$ cat config.mk
export PLATFORM = sky130hd
export DESIGN_NAME = truth_table_scanner
export DESIGN_NICKNAME = d
export VERILOG_FILES = /design/src/rtl/truth_table_scanner.sv
export SDC_FILE = /design/constraint.sdc
export NUM_CORES = 1
export LEC_CHECK = 0
export CAP_MARGIN = 20
export CORE_MARGIN = 2
export CORE_UTILIZATION = 56
export DETAILED_ROUTE_END_ITERATION = 8
export PLACE_DENSITY = 0.84
export SYNTH_ARGS = -nofsm -noshare
export SYNTH_HDL_FRONTEND = slang
export SYNTH_SLANG_ARGS = --single-unit
$ cat constraint.sdc
create_clock -name clk_i -period 6.9 [get_ports clk_i]
set_clock_uncertainty 0.05 [all_clocks]
set_input_delay 0.69 -clock clk_i [delete_from_list [all_inputs] [get_ports clk_i]]
set_output_delay 0.69 -clock clk_i [all_outputs]
set_load 0.01 [all_outputs]
$ cat src/rtl/truth_table_scanner.sv
// Truth-table scanner: walks every input vector of a single-output function,
// captures its response after a settle window and compares it with an expected table.
// Optional build macro TT_STOP_ON_ERR_EN ends the scan at the first mismatching vector.
module truth_table_scanner #(
  parameter int N_IN   = 4,
  parameter int SETTLE = 2,
  localparam int TW    = 1 << N_IN
) (
  input  logic              clk_i,
  input  logic              rst_n_i,
  input  logic              start_i,
  input  logic [TW-1:0]     expect_i,
  input  logic              f_i,
  output logic [N_IN-1:0]   drv_o,
  output logic              busy_o,
  output logic              done_o,
  output logic [TW-1:0]     table_o,
  output logic              pass_o,
  output logic [N_IN-1:0]   err_idx_o,
  output logic [N_IN:0]     err_cnt_o
);

  typedef enum logic [1:0] {
    IDLE    = 2'd0,
    HOLD    = 2'd1,
    DONE_ST = 2'd2
  } state_e;

  localparam logic [3:0]      SETTLE_CNT = 4'(SETTLE);
  localparam logic [N_IN-1:0] LAST_VEC   = N_IN'(TW - 1);

  state_e            state_q,   state_d;
  logic [N_IN-1:0]   drv_q,     drv_d;
  logic [3:0]        cnt_q,     cnt_d;
  logic [TW-1:0]     exp_q,     exp_d;
  logic [TW-1:0]     table_q,   table_d;
  logic [N_IN-1:0]   err_idx_q, err_idx_d;
  logic [N_IN:0]     err_cnt_q, err_cnt_d;
  logic              pass_q,    pass_d;

  logic              mismatch;
  logic              last_vec;
  logic              scan_end;

  // --------------------------------------------------------------------------
  // State register
  // --------------------------------------------------------------------------
  // NOTE: sequential state uses non-blocking assignments so every register
  // samples the pre-edge value of its neighbours, independent of block order.
  always_ff @(posedge clk_i or negedge rst_n_i) begin
    if (!rst_n_i) begin
      state_q   <= IDLE;
      drv_q     <= '0;
      cnt_q     <= '0;
      exp_q     <= '0;
      table_q   <= '0;
      err_idx_q <= '0;
      err_cnt_q <= '0;
      pass_q    <= 1'b0;
    end else begin
      state_q   <= state_d;
      drv_q     <= drv_d;
      cnt_q     <= cnt_d;
      exp_q     <= exp_d;
      table_q   <= table_d;
      err_idx_q <= err_idx_d;
      err_cnt_q <= err_cnt_d;
      pass_q    <= pass_d;
    end
  end

  // --------------------------------------------------------------------------
  // Next-state and datapath logic
  // --------------------------------------------------------------------------
  assign mismatch = (f_i != exp_q[drv_q]);
  assign last_vec = (drv_q == LAST_VEC);

`ifdef TT_STOP_ON_ERR_EN
  assign scan_end = last_vec || mismatch;
`else
  assign scan_end = last_vec;
`endif

  // NOTE: every signal gets its hold value first so no path through the
  // case statement can leave one unassigned and infer a latch.
  always_comb begin
    state_d   = state_q;
    drv_d     = drv_q;
    cnt_d     = cnt_q;
    exp_d     = exp_q;
    table_d   = table_q;
    err_idx_d = err_idx_q;
    err_cnt_d = err_cnt_q;
    pass_d    = pass_q;

    unique case (state_q)
      IDLE: begin
        if (start_i) begin
          exp_d     = expect_i;
          table_d   = '0;
          err_idx_d = '0;
          err_cnt_d = '0;
          pass_d    = 1'b0;
          drv_d     = '0;
          cnt_d     = SETTLE_CNT;
          state_d   = HOLD;
        end
      end

      HOLD: begin
        if (cnt_q != 4'd0) begin
          cnt_d = cnt_q - 4'd1;
        end else begin
          table_d[drv_q] = f_i;
          if (mismatch) begin
            err_cnt_d = err_cnt_q + (N_IN+1)'(1);
            // Only the first failing vector is reported.
            if (err_cnt_q == '0) begin
              err_idx_d = drv_q;
            end
          end
          if (scan_end) begin
            pass_d  = (err_cnt_d == '0);
            state_d = DONE_ST;
          end else begin
            drv_d = drv_q + N_IN'(1);
            cnt_d = SETTLE_CNT;
          end
        end
      end

      DONE_ST: begin
        drv_d   = '0;
        state_d = IDLE;
      end

      default: begin
        state_d = IDLE;
      end
    endcase
  end

  // --------------------------------------------------------------------------
  // Outputs
  // --------------------------------------------------------------------------
  always_comb begin
    busy_o    = (state_q != IDLE);
    done_o    = (state_q == DONE_ST);
    drv_o     = drv_q;
    table_o   = table_q;
    pass_o    = pass_q;
    err_idx_o = err_idx_q;
    err_cnt_o = err_cnt_q;
  end

endmodule

# Word level (Yosys, flattened, before mapping)
# Index checks and enable logic that the tools add are counted.
op_classes:
  n_bitwise: 0
  n_div: 0
  n_mux: 34
  addsub: 3
  eq_ne: 11
  mul: 0
  reduce_logical: 15
  n_shift: 0
  order_cmp: 2
ops:
  columns: ["operator", "n"]
  rows:
  - ["two-way mux 4 bit", 9]
  - ["two-way mux 16 bit", 2]
  - ["case mux 16 bit (2 select lines)", 1]
  - ["two-way mux 5 bit", 5]
  - ["bitwise mux 16 bit", 1]
  - ["case mux 4 bit (2 select lines)", 2]
  - ["!= test 2 bit (second input constant)", 6]
  - ["case mux 4 bit (3 select lines)", 1]
  - ["logical NOT 5 bit", 2]
  - ["case mux 5 bit (2 select lines)", 1]
  - ["AND reduction 3 bit", 3]
  - ["AND reduction 4 bit", 2]
  - ["two-way mux 2 bit", 3]
  - ["adder 5 x 1 -> 5 bit (second input constant)", 1]
  - ["< comparator 4 x 5 -> 1 bit (second input constant)", 1]
  - ["two-way mux 1 bit", 5]
  - ["AND reduction 5 bit", 1]
  - ["adder 4 x 1 -> 4 bit (second input constant)", 1]
  - ["binary-select mux 1 bit (select 4 bit)", 1]
  - ["demux 1 bit (select 4 bit)", 1]
  - ["== test 4 bit (second input constant)", 1]
  - [">= comparator 4 x 1 -> 1 bit (second input constant)", 1]
  - ["case mux 2 bit (2 select lines)", 1]
  - ["nonzero test 2 bit", 2]
  - ["other kinds (11)", 11]
totals:
  regBits: 52
  mem_count: 0
  latch_bits: 0
  ram_bits: 0
  rom_bits: 0
  wordCells: 73
  in_bits: 20

# Logic depth before layout (Yosys ltp)
logic_depth:
  ltp_word: 10
  ltp_mapped: 8

# Least setup slack after synthesis
# OpenSTA, ideal clock, no wires.
synth_path:
  kind: "register to register"
  startpoint: "register drv_q[0] (netlist: drv_o[0])"
  endpoint: "register err_idx_q[0] (netlist: err_idx_o[0])"
  arrival_ps: 2146
  path_stages_with_launch: 8
  slack_ps: 4583
  path_cell_list: "dfrtp_1 buf_6 mux4_2 mux2i_4 mux2i_1 o2111ai_1 a21o_1 a32o_1"
synth_between:
  elab_chain_len: 5
  word_cells_on_any_way: 9
  classes_between: "2 x eq/ne; 6 x mux; 1 x reduce/logical"
synth_rtl:
  columns: ["item", "line", "rtl"]
  rows:
  - ["start: declaration", "33", "logic [N_IN-1:0] drv_q, drv_d;"]
  - ["start signal: assignment", "62", "drv_q <= drv_d;"]
  - ["binary-select mux 1 bit (select 4 bit)", "75", "assign mismatch = (f_i != exp_q[drv_q]);"]
  - ["two-way mux 1 bit (implied by the code)", "75", null]
  - ["!= test 1 bit", "75", null]
  - ["!= test 2 bit (no line)", null, null]
  - ["AND reduction 5 bit (no line)", null, null]
  - ["end signal: assignment", "66", "err_idx_q <= err_idx_d;"]
  - ["end: declaration", "37", "logic [N_IN-1:0] err_idx_q, err_idx_d;"]
# Parallel ways exist; a longest one is shown, timed or not. The select of a mux whose other input is x is not followed.
# A chain may end at the register's enable or synchronous reset.

# Worst setup path in the final report
# Ends and elaborated chain as after synthesis.

==> summary.txt <==
Run status
  • Status: completed

Run
  • Max Cap Violations: 0

Finish
  • Final #Nets: 340
  • N_diodes: 0
  • Most frequent cells in the layout: dfrtp_1, clkdlybuf4s50_1, o21ai_1
  • Synthesis-to-finish area growth: 23.69%
  • Commonest non-fill, non-tap cell in the layout: dfrtp_1
  • Layout cells sized above 1: 0.1246
  • Seq. cell area: 1301 µm²
  • Multi-input gate area: about 1300 µm²
  • Final Non-Filler Cells: 380
  • Total of fill cells in the finished design: roughly 360

Routing
  • WL/cell: 15.40 µm
  • Routed via count: 2,186
  • Final wirelength: 5852 µm
  • DRT Pass-1 Iters: 4
  • Antenna viol nets, final: 0
  • DR vias/cell: 5.753
  • Drt drc: 0
  • DRT iter0 DRCs: 209

Placed design
  • Hpwl dp: 4203 µm
  • GP Congestion: 0.9002
  • Placed insts: 372
  • Dpl ws: 4.114 ns
  • PortBufs: 51

Critical path
  • CP cell instances: mux4_2 > mux2i_4 > mux2i_1 > o2111ai_1 > a21o_1 > a32o_1
  • Worst setup EP type: flop
  • Setup crit start kind: flop
  • Buffers & Inverters on Critical Path: 0
  • Worst setup startpoint: drv_o[0]
  • CP max stage delay: 0.71 ns
  • Data required time of the worst path: 7.06 ns
  • Worst Path Max Fanout: 13
  • Worst setup path class: reg -> reg
  • CP arrival: roughly 2.9 ns
  • Crit-path slowest cell: dfrtp_1
  • Reg2reg start: drv_o[0]
  • Crit-path leading delay family: multiplexers

STA
  • Final Hold Viols: 0
  • Worst slew margin: 0.5387
  • Final Setup Violations: 0
  • RSZ-0062 raised after global routing: false
  • Period utilization: 0.3919
  • Fmax: 369.8 MHz
  • Fin crit period: roughly 2.7 ns
  • Setup WS post-layout: 4.196 ns
  • Worst-margin pin slew: 0.6895 ns
  • Setup TNS: 0 ns
  • Pins Over Slew Limit: 0

Clocking
  • Clk sinks: 52
  • Total CTS buffers: 5
  • Clk slew on worst S/H paths: 0.09 ns
  • Clk root buf: clkbuf_8
  • Postcts setup bufs: 0
  • Clk buf depth: 2
  • Hold buffer count at cts: 0
  • CTS tree: done
  • Clock latency at the later pin of the worst-skew pair: 0.31 ns
  • H-tree lvl count: 2
  • CTS resizes: 0

Yosys
  • #FFs+latches synth: 52
  • Synth Instances: 264
  • Sequential share of the synthesized area: 0.4766
  • Netlist cell types: 45
  • Yosys warns: 0
  • Area share of the largest cell type after synthesis: 0.4766
  • Post-synth top area cell: dfrtp_1
  • Cell area after synthesis: roughly 2700 µm²
  • Area contributors post-synth: dfrtp_1, mux2_2, ha_1
  • Mean Syn Cell Area: 10.34 µm²
  • Net Count, Synth: 292

Worst hold path
  • Min-delay worst type: in -> async

Global routing
  • Initial antenna violation count: 0
  • Remaining global-route overflow: 0
  • Largest net degree at the start of global routing: 53
  • GRT Total Usage: 0.2357
  • First-pass GRT wire length: ~9600 µm
  • Number of global-route vias before repair: about 2k

Die
  • I/O pins: 52
  • Full die area: 5449 µm²
  • Die W: 73.82 µm
  • Chip height: 73.82 µm
  • Starting Density: 0.5780
  • Placeable Area: 4723 µm²
  • Rows: 25

Power
  • Peak VDD IR: 0.0001926 V
  • Pwr Density: 422.6 nW/µm²
  • Leak: around 1.4 nW
[through the flow]
step	instance area (µm²)	util	hold WS, ns	power, W
finish	3377	0.7150	0.4368	0.001427
global route	3377	0.7150	0.4660	0.001528
detailed placement	3284	0.6954	0.4255	0.001248
floorplan	2730	-	0.3444	0.001002
global placement	3284	0.6954	0.4125	0.001226
CTS	3377	0.7150	0.4454	0.001428
[worst paths after layout]
kind / endpoint / slack, ns / cells past startpoint
max: err_idx_o[0] / 4.20 / 6
min: err_idx_o[1] / 0.44 / 2
max reg2reg: err_idx_o[0] / 4.20 / 6
min reg2reg: exp_q[10] / 0.44 / 1
max in group asynchronous: state_q[1] / 5.94 / 2
min in group clk_i: exp_q[10] / 0.44 / 1
[power breakdown]
group	leakage (nW)	switching, W	total (W)	internal [W]
clock network	0.0510	0.0000983	0.000179	0.0000802
logic	0.730	0.000332	0.000695	0.000363
registers	0.655	0.000128	0.000554	0.000426
total	1.44	0.000557	0.00143	0.000870
[kinds of logic after synthesis]
kind of cell,share of synthesized area
buffers and inverters,0.03483
XOR/XNOR,0.01925
AND/OR/NAND/NOR,0.1379
AO/OA/AOI/OAI,0.1567
multiplexers,0.1379
flip-flops,0.4766
adder cells (fa/ha/maj),0.03667
[synthesized netlist by cell type, drive strengths merged]
master	instances
a21o	3
xor2	2
mux2	17
mux4	4
nor2	16
and2	2
ha	8
buf	2
nor3	5
nor2b	5
nand3	15
a31o	1
o2111ai	1
mux2i	7
clkbuf	11
a22o	1
a31oi	3
a32o	2
nand2	15
o22ai	2
and3	3
o22a	1
nand4	1
xnor2	4
o31ai	1
inv	9
or3b	1
a21oi	18
dfrtp	52
o211a	1
nand2b	3
or2	3
nand3b	2
clkinv	1
nor3b	3
o211ai	3
o21ai	35
o311ai	1
[registers in the layout, summed over array words and instances (netlist names)]
name	count
state_q	2
exp_q	16
err_idx_o	4
cnt_q	4
err_cnt_o	5
pass_o	1
table_o	16
drv_o	4
[per-layer routing]
| layer | global-route usage | up-vias | wire length, µm |
|---|---|---|---|
| met5 | 0 | - | 0 |
| li1 | - | 1038 | - |
| met4 | 0.08687 | 0 | 101 |
| met3 | 0.05487 | 11 | 365 |
| met2 | 0.3442 | 82 | 2703 |
| met1 | 0.3439 | 1055 | 2681 |
[area by class of cell]
cell class / instances / share of cell area
Clock buffer: 6 / 0.02445
Clock inverter: 2 / 0.002964
Inverter: 10 / 0.01112
Multi-Input combinational cell: 189 / 0.3950
Sequential cell: 52 / 0.3853
Tap cell: 67 / 0.02482
Timing Repair Buffer: 54 / 0.1564
Power figures use the tool's default switching activity.
